File: src/rtl/collision_pkg.sv
// Types, constants and the overlap test shared by the collision checker.
//   collision_box_t : box relative to a sprite origin (x, y, width, height)
//   abs_box_t       : box in absolute 12-bit signed screen coordinates
//   state_t         : checker FSM states
//   boxes_overlap() : strict axis-aligned overlap, empty boxes never overlap
package collision_pkg;

  localparam int DEFAULT_TREX_BOX_COUNT = 6;

  typedef struct packed {
    logic [9:0] x;
    logic [9:0] y;
    logic [9:0] width;
    logic [9:0] height;
  } collision_box_t;

  typedef struct packed {
    logic signed [11:0] x;
    logic signed [11:0] y;
    logic signed [11:0] w;
    logic signed [11:0] h;
  } abs_box_t;

  typedef enum logic [1:0] {
    ST_IDLE,
    ST_OUTER,
    ST_INNER,
    ST_DONE
  } state_t;

  // Edges that merely touch (a.x + a.w == b.x) do not count as overlap.
  function automatic logic boxes_overlap(input abs_box_t a, input abs_box_t b);
    logic non_empty;
    logic x_ov;
    logic y_ov;
    non_empty = (a.w != 12'sd0) && (a.h != 12'sd0) &&
                (b.w != 12'sd0) && (b.h != 12'sd0);
    x_ov = ($signed(a.x) < $signed(b.x + b.w)) && ($signed(b.x) < $signed(a.x + a.w));
    y_ov = ($signed(a.y) < $signed(b.y + b.h)) && ($signed(b.y) < $signed(a.y + a.h));
    return non_empty && x_ov && y_ov;
  endfunction

endpackage : collision_pkg

File: src/rtl/collision_checker_box_overlap.sv
// Combinational overlap test between two absolute boxes.
//   a, b : boxes in absolute screen coordinates
//   hit  : 1 when the boxes strictly overlap
module box_overlap
  import collision_pkg::*;
(
  input  abs_box_t a,
  input  abs_box_t b,
  output logic     hit
);

  assign hit = boxes_overlap(a, b);

endmodule : box_overlap

File: config.mk
export PLATFORM = sky130hd
export DESIGN_NAME = box_overlap
export DESIGN_NICKNAME = d
export VERILOG_FILES = /design/src/rtl/collision_pkg.sv /design/src/rtl/collision_checker_box_overlap.sv
export SDC_FILE = /design/constraint.sdc
export NUM_CORES = 1
export LEC_CHECK = 0
export CORE_UTILIZATION = 35
export DETAILED_ROUTE_END_ITERATION = 7
export GPL_TIMING_DRIVEN = 0
export PLACE_DENSITY_LB_ADDON = 0.2
export SYNTH_ARGS = -nofsm -noshare
export SYNTH_HDL_FRONTEND = slang
export SYNTH_SLANG_ARGS = --single-unit
File: constraint.sdc
create_clock -name vclk -period 5
set_clock_uncertainty 0.05 [all_clocks]
set_input_delay 1 -clock vclk [all_inputs]
set_output_delay 1 -clock vclk [all_outputs]
set_load 0.05 [all_outputs]
# Word level (Yosys, flattened, before mapping)
# Index checks and enable logic that the tools add are counted.
# Widths: inputs -> output; s select.
[word_totals]
reg_bits = 0
input_bits = 96
elab_cells = 19
[op_classes]
n_addsub = 4
magnitude_cmp = 4
reduce_logical = 11
[ops]
columns = ["op", "count"]
rows = [
  ["$add 12x12->12", 4],
  ["$lt 12x12->1", 4],
  ["$reduce_bool 12->1", 4],
  ["$logic_and 1x1->1", 7],
]

# Depth between registers and ports, before layout
[depth]
ltp_word = 6
ltp_mapped = 14
ltp_nobuf = 14

# Least setup slack after synthesis
# Ideal clock, no wire load.
[synth_path]
path_type = "input port to output port"
start = "in a[12] (netlist name)"
end = "out hit"
arrival_time_ps = 4765
required_ps = 3950
path_slack_ps = -815
path_stages = 14
n_path_buf = 0
cell_sequence = "ha_1 -> fa_1 -> a21o_1 -> a21oi_1 -> o21ai_0 -> o41ai_1 -> xor2_1 -> ha_1 -> a21o_1 -> a2111oi_4 -> o22ai_1 -> nor4_1 -> o211ai_1 -> a2111oi_2"
[synth_via]
elab_chain_len = 6
[synth_rtl]
columns = ["element", "line", "rtl"]
rows = [
  ["from (decl)", "collision_checker_box_overlap.sv:7", "input abs_box_t a,"],
  ["parallel branches: the longest is 4 deep, another holds $add 12x12->12", "n/a", ""],
  ["$logic_and 1x1->1 * (2 in a row)", "collision_pkg.sv:40", "return non_empty && x_ov && y_ov;"],
  ["to (decl)", "collision_checker_box_overlap.sv:9", "output logic hit"],
]
# Every way passes the cells marked *.

# Final worst setup path
[layout_path]
start = "in b[24] (netlist name)"
end = "out hit"
[layout_via]
elab_chain_len = 4
[layout_rtl]
columns = ["element", "line", "rtl"]
rows = [
  ["from (decl)", "collision_checker_box_overlap.sv:8", "input abs_box_t b,"],
  ["$add 12x12->12", "collision_pkg.sv:39", "y_ov = ($signed(a.y) < $signed(b.y + b.h)) && ($signed(b.y) < $signed(a.y + a.h));"],
  ["$lt 12x12->1", "collision_pkg.sv:39", ""],
  ["$logic_and 1x1->1 *", "collision_pkg.sv:39", ""],
  ["$logic_and 1x1->1 *", "collision_pkg.sv:40", ""],
]
# Every way passes the cells marked *; elsewhere a longest branch is shown, timed or not.

==> flow_metrics.py <==
metrics = {
    "yosys": {
        "yosys_warnings": 0,
        "cell_type_with_the_largest_total_area_after_synthesis": "sky130_fd_sc_hd__ha_1",
        "netlist.area_leader.share_pct": 37.75,
        "synthesized_area_fraction_occupied_by_ao_oa_aoi_and_oai_cells_pct": 28.61,
        "netlist_top_cells_count": "sky130_fd_sc_hd__ha_1, sky130_fd_sc_hd__a21oi_1, sky130_fd_sc_hd__inv_1, sky130_fd_sc_hd__xor2_1, sky130_fd_sc_hd__o21ai_0",
        "syn_inst": 369,
        "synth_seq_area_share_pct": 0,
        "synth_top_family_by_area": "adder cells",
        "synthesis.nets": 557,
        "avgSynthCellArea_um2": 7.904,
        "synth_most_common_cell": "sky130_fd_sc_hd__ha_1",
        "synth_fa_ha_area_share_pct": 40.50,
        "simple_gate_portion_of_the_synthesized_area_pct": 14.33,
        "post_synth_mux_area_share_pct": 0.3861,
        "synth.lib_cells_used.distinct": 35,
        "yosys.area_share.xor_xnor_pct": 13.21,
        "synth_area_leaders": "sky130_fd_sc_hd__ha_1, sky130_fd_sc_hd__xor2_1, sky130_fd_sc_hd__a21oi_1, sky130_fd_sc_hd__xnor2_1, sky130_fd_sc_hd__a21o_1",
        "mappedNetlistArea_mm2": 0.002917,
    },
    "final_layout": {
        "ant_diodes": 0,
        "multi_input_comb_area_mm2": 0.003359,
        "final_layout_size_suffix_gt1_share_pct": 23.57,
        "n_clock_buffer": 0,
        "layout.filler_cells": 709,
        "area_delta_synth_final_pct": 59.80,
        "ff_latch_area_um2": 0,
        "final_util_pct": 59.09,
        "design.seq.count": 0,
        "nets": 678,
    },
    "critical_path": {
        "timing.critical_path.buf_inv": 2,
        "timing_worst_setup_path_type": "in -> out",
        "crit_path_end_kind": "primary output",
        "worst_path_fanout_max": 2,
        "logic_depth_of_the_worst_path_buffers_included": 16,
        "critical_path.top_delay_family": "compound AO/OA/AOI/OAI gates",
        "cp_required_ps": 3950,
        "cp_peak_stage_delay_ps": 350,
        "setup.worst_path.start_class": "primary input",
        "cp_cell_sequence": "buf_4 -> ha_4 -> fa_2 -> a21o_1 -> a21oi_2 -> o21ai_2 -> o41ai_2 -> xor2_1 -> ha_2 -> nor4bb_2 -> nand4b_1 -> a2111oi_2 -> nor4_2 -> o211ai_1 -> a2111oi_4 -> buf_6",
        "crit_slowest_cell": "sky130_fd_sc_hd__fa_2",
        "cp_data_arrival_time_ps": 4290,
    },
    "outcome": {
        "status": "finished, violations left",
        "violations": "negative setup slack",
    },
    "die": {
        "floorplan.initialDensity_pct": 36.98,
        "die_area_mm2": 0.008702,
        "die_w_um": 93.29,
        "design.core.area_mm2": 0.007888,
        "ios": 97,
        "die_h_um": 93.29,
        "core.rowCount": 32,
    },
    "sta": {
        "finalHoldViolCount": 0,
        "finalCriticalPeriod_ps": 5344,
        "rsz0062_at_grt": "true",
        "fmaxAchievable_ghz": 0.1871,
        "tightestPinTransition_ps": 658.4,
        "post-route-period-util_pct": 106.9,
        "timing.setup.tns_ps": -344.0,
        "setup_slack_ps": -344.0,
        "final_max_slew_viol_count": 0,
        "timing.final.setup_violations": 1,
        "timing.max_slew.rel_slack_pct": 54.97,
        "hold_slack_ps": 2895,
    },
    "placement": {
        "finalWeightedCongestion": 0.8989,
        "port_buffers": 97,
        "placement_setup_slack_ps": -1551,
        "hpwl_um": 8215,
    },
    "grt": {
        "grt_pass1_vias": 3363,
        "number_of_antenna_violations_at_the_first_check_in_global_routing": 0,
        "grtUsageTotal_pct": 22.59,
        "grt_start_max_net_pins": 7,
        "grt_pass1_wl_um": 16120,
        "gr-total-overflow": 0,
    },
    "power_and_ir_drop": {
        "power.combinational.fraction_pct": 100.0,
        "net-switching-power_mw": 0.3230,
        "power.share.clock_pct": 0,
        "vdd_ir_drop_max_mv": 0.06680,
        "power.density_mw_per_mm2": 140.4,
        "leakage_power_total_nw": 2.021,
        "internal_power_mw": 0.3313,
        "power_frac_seq_pct": 0,
        "netSwitchingFraction_pct": 49.36,
    },
    "hold_path": {
        "timing.hold.worst.start": "b[27]",
        "min_delay_worst_endpoint": "hit",
        "worst_hold_path.num_cells": 7,
        "holdCritPathClass": "in -> out",
    },
    "drt": {
        "drt_wl_total_um": 9620,
        "vias": 3236,
        "antenna_left": 0,
        "drtPass1Iterations": 4,
        "drt_iter0_markers": 76,
        "vias_per_cell": 5.485,
        "routedWlPerCell_um": 16.31,
        "drc": 0,
    },
    "clock_tree": {
        "cts_hold_repair_buffers": 0,
    },
    "flow_run": {
        "number_of_max_cap_violations": 0,
    },
}
==> routing by layer <==
metal / vias up / share of wire (%) / GRT usage, %
met4: 0 / 0.90 / 1.667
met2: 74 / 47 / 39.77
met5: - / 0 / 0
met1: 1498 / 48 / 31.77
met3: 8 / 3.5 / 0.6504
li1: 1656 / - / -
==> timing repair <==
action / CTS / global route
pin swaps: 78 / 24
endpoints found under the setup margin: 1 / 1
gates resized for setup: 176 / 12
buffers inserted: 21 / 1
==> worst max-delay path by stage <==
stage,startpoint,endpoint,slack [ps]
global route,b[1],hit,-490
finish,b[24],hit,-340
floorplan,a[12],hit,-100
detailed placement,b[0],hit,-1550
global placement,b[0],hit,-1500
CTS,a[39],hit,-390
==> kinds of logic after synthesis <==
kind of cell	Yosys count
adder cells (fa/ha/maj)	92
buffers and inverters	23
multiplexers	1
XOR/XNOR	44
AO/OA/AOI/OAI	123
AND/OR/NAND/NOR	86
==> cell type report <==
cell class         count  share of cell area (%)
inverters             23                   1.906
well taps            102                   2.738
repair buffers       119                   23.28
multi-input cells    346                   72.08
==> through the flow <==
step	std cells	total power, mW	cell area [um^2]
final	590	0.6542	4661
after global routing	590	0.7259	4661
after CTS	589	0.6435	4617
after detailed placement	568	0.5723	4165
after global placement	568	0.5517	4165
after floorplan	369	0.3816	3067
==> layout by cell type (no fill, tap or decap), drive strengths merged, types with 2 or more instances in the layout <==
cell type	instances
nor3	11
clkdlybuf4s15	8
a21o	21
nand2	21
a2111oi	8
xor2	23
o21a	3
buf	38
clkdlybuf4s50	52
o21ai	22
inv	23
a211oi	4
o41ai	3
o21bai	7
o31ai	7
nand4	3
dlymetal6s2s	2
nor4	14
xnor2	21
nand3	8
fa	4
dlygate4sd2	18
ha	88
a31oi	3
nand2b	3
a21oi	38
nor3b	2
a31o	2
nor2	21
==> power by group through the flow <==
stage / combinational, mW / clock, mW / sequential, mW
3_3_place_gp: 0.552 / 0 / 0
6_report: 0.654 / 0 / 0
4_1_cts: 0.643 / 0 / 0
2_1_floorplan: 0.382 / 0 / 0
3_5_place_dp: 0.572 / 0 / 0
5_1_grt: 0.726 / 0 / 0
No activity file was read; power rests on OpenSTA's default activity.
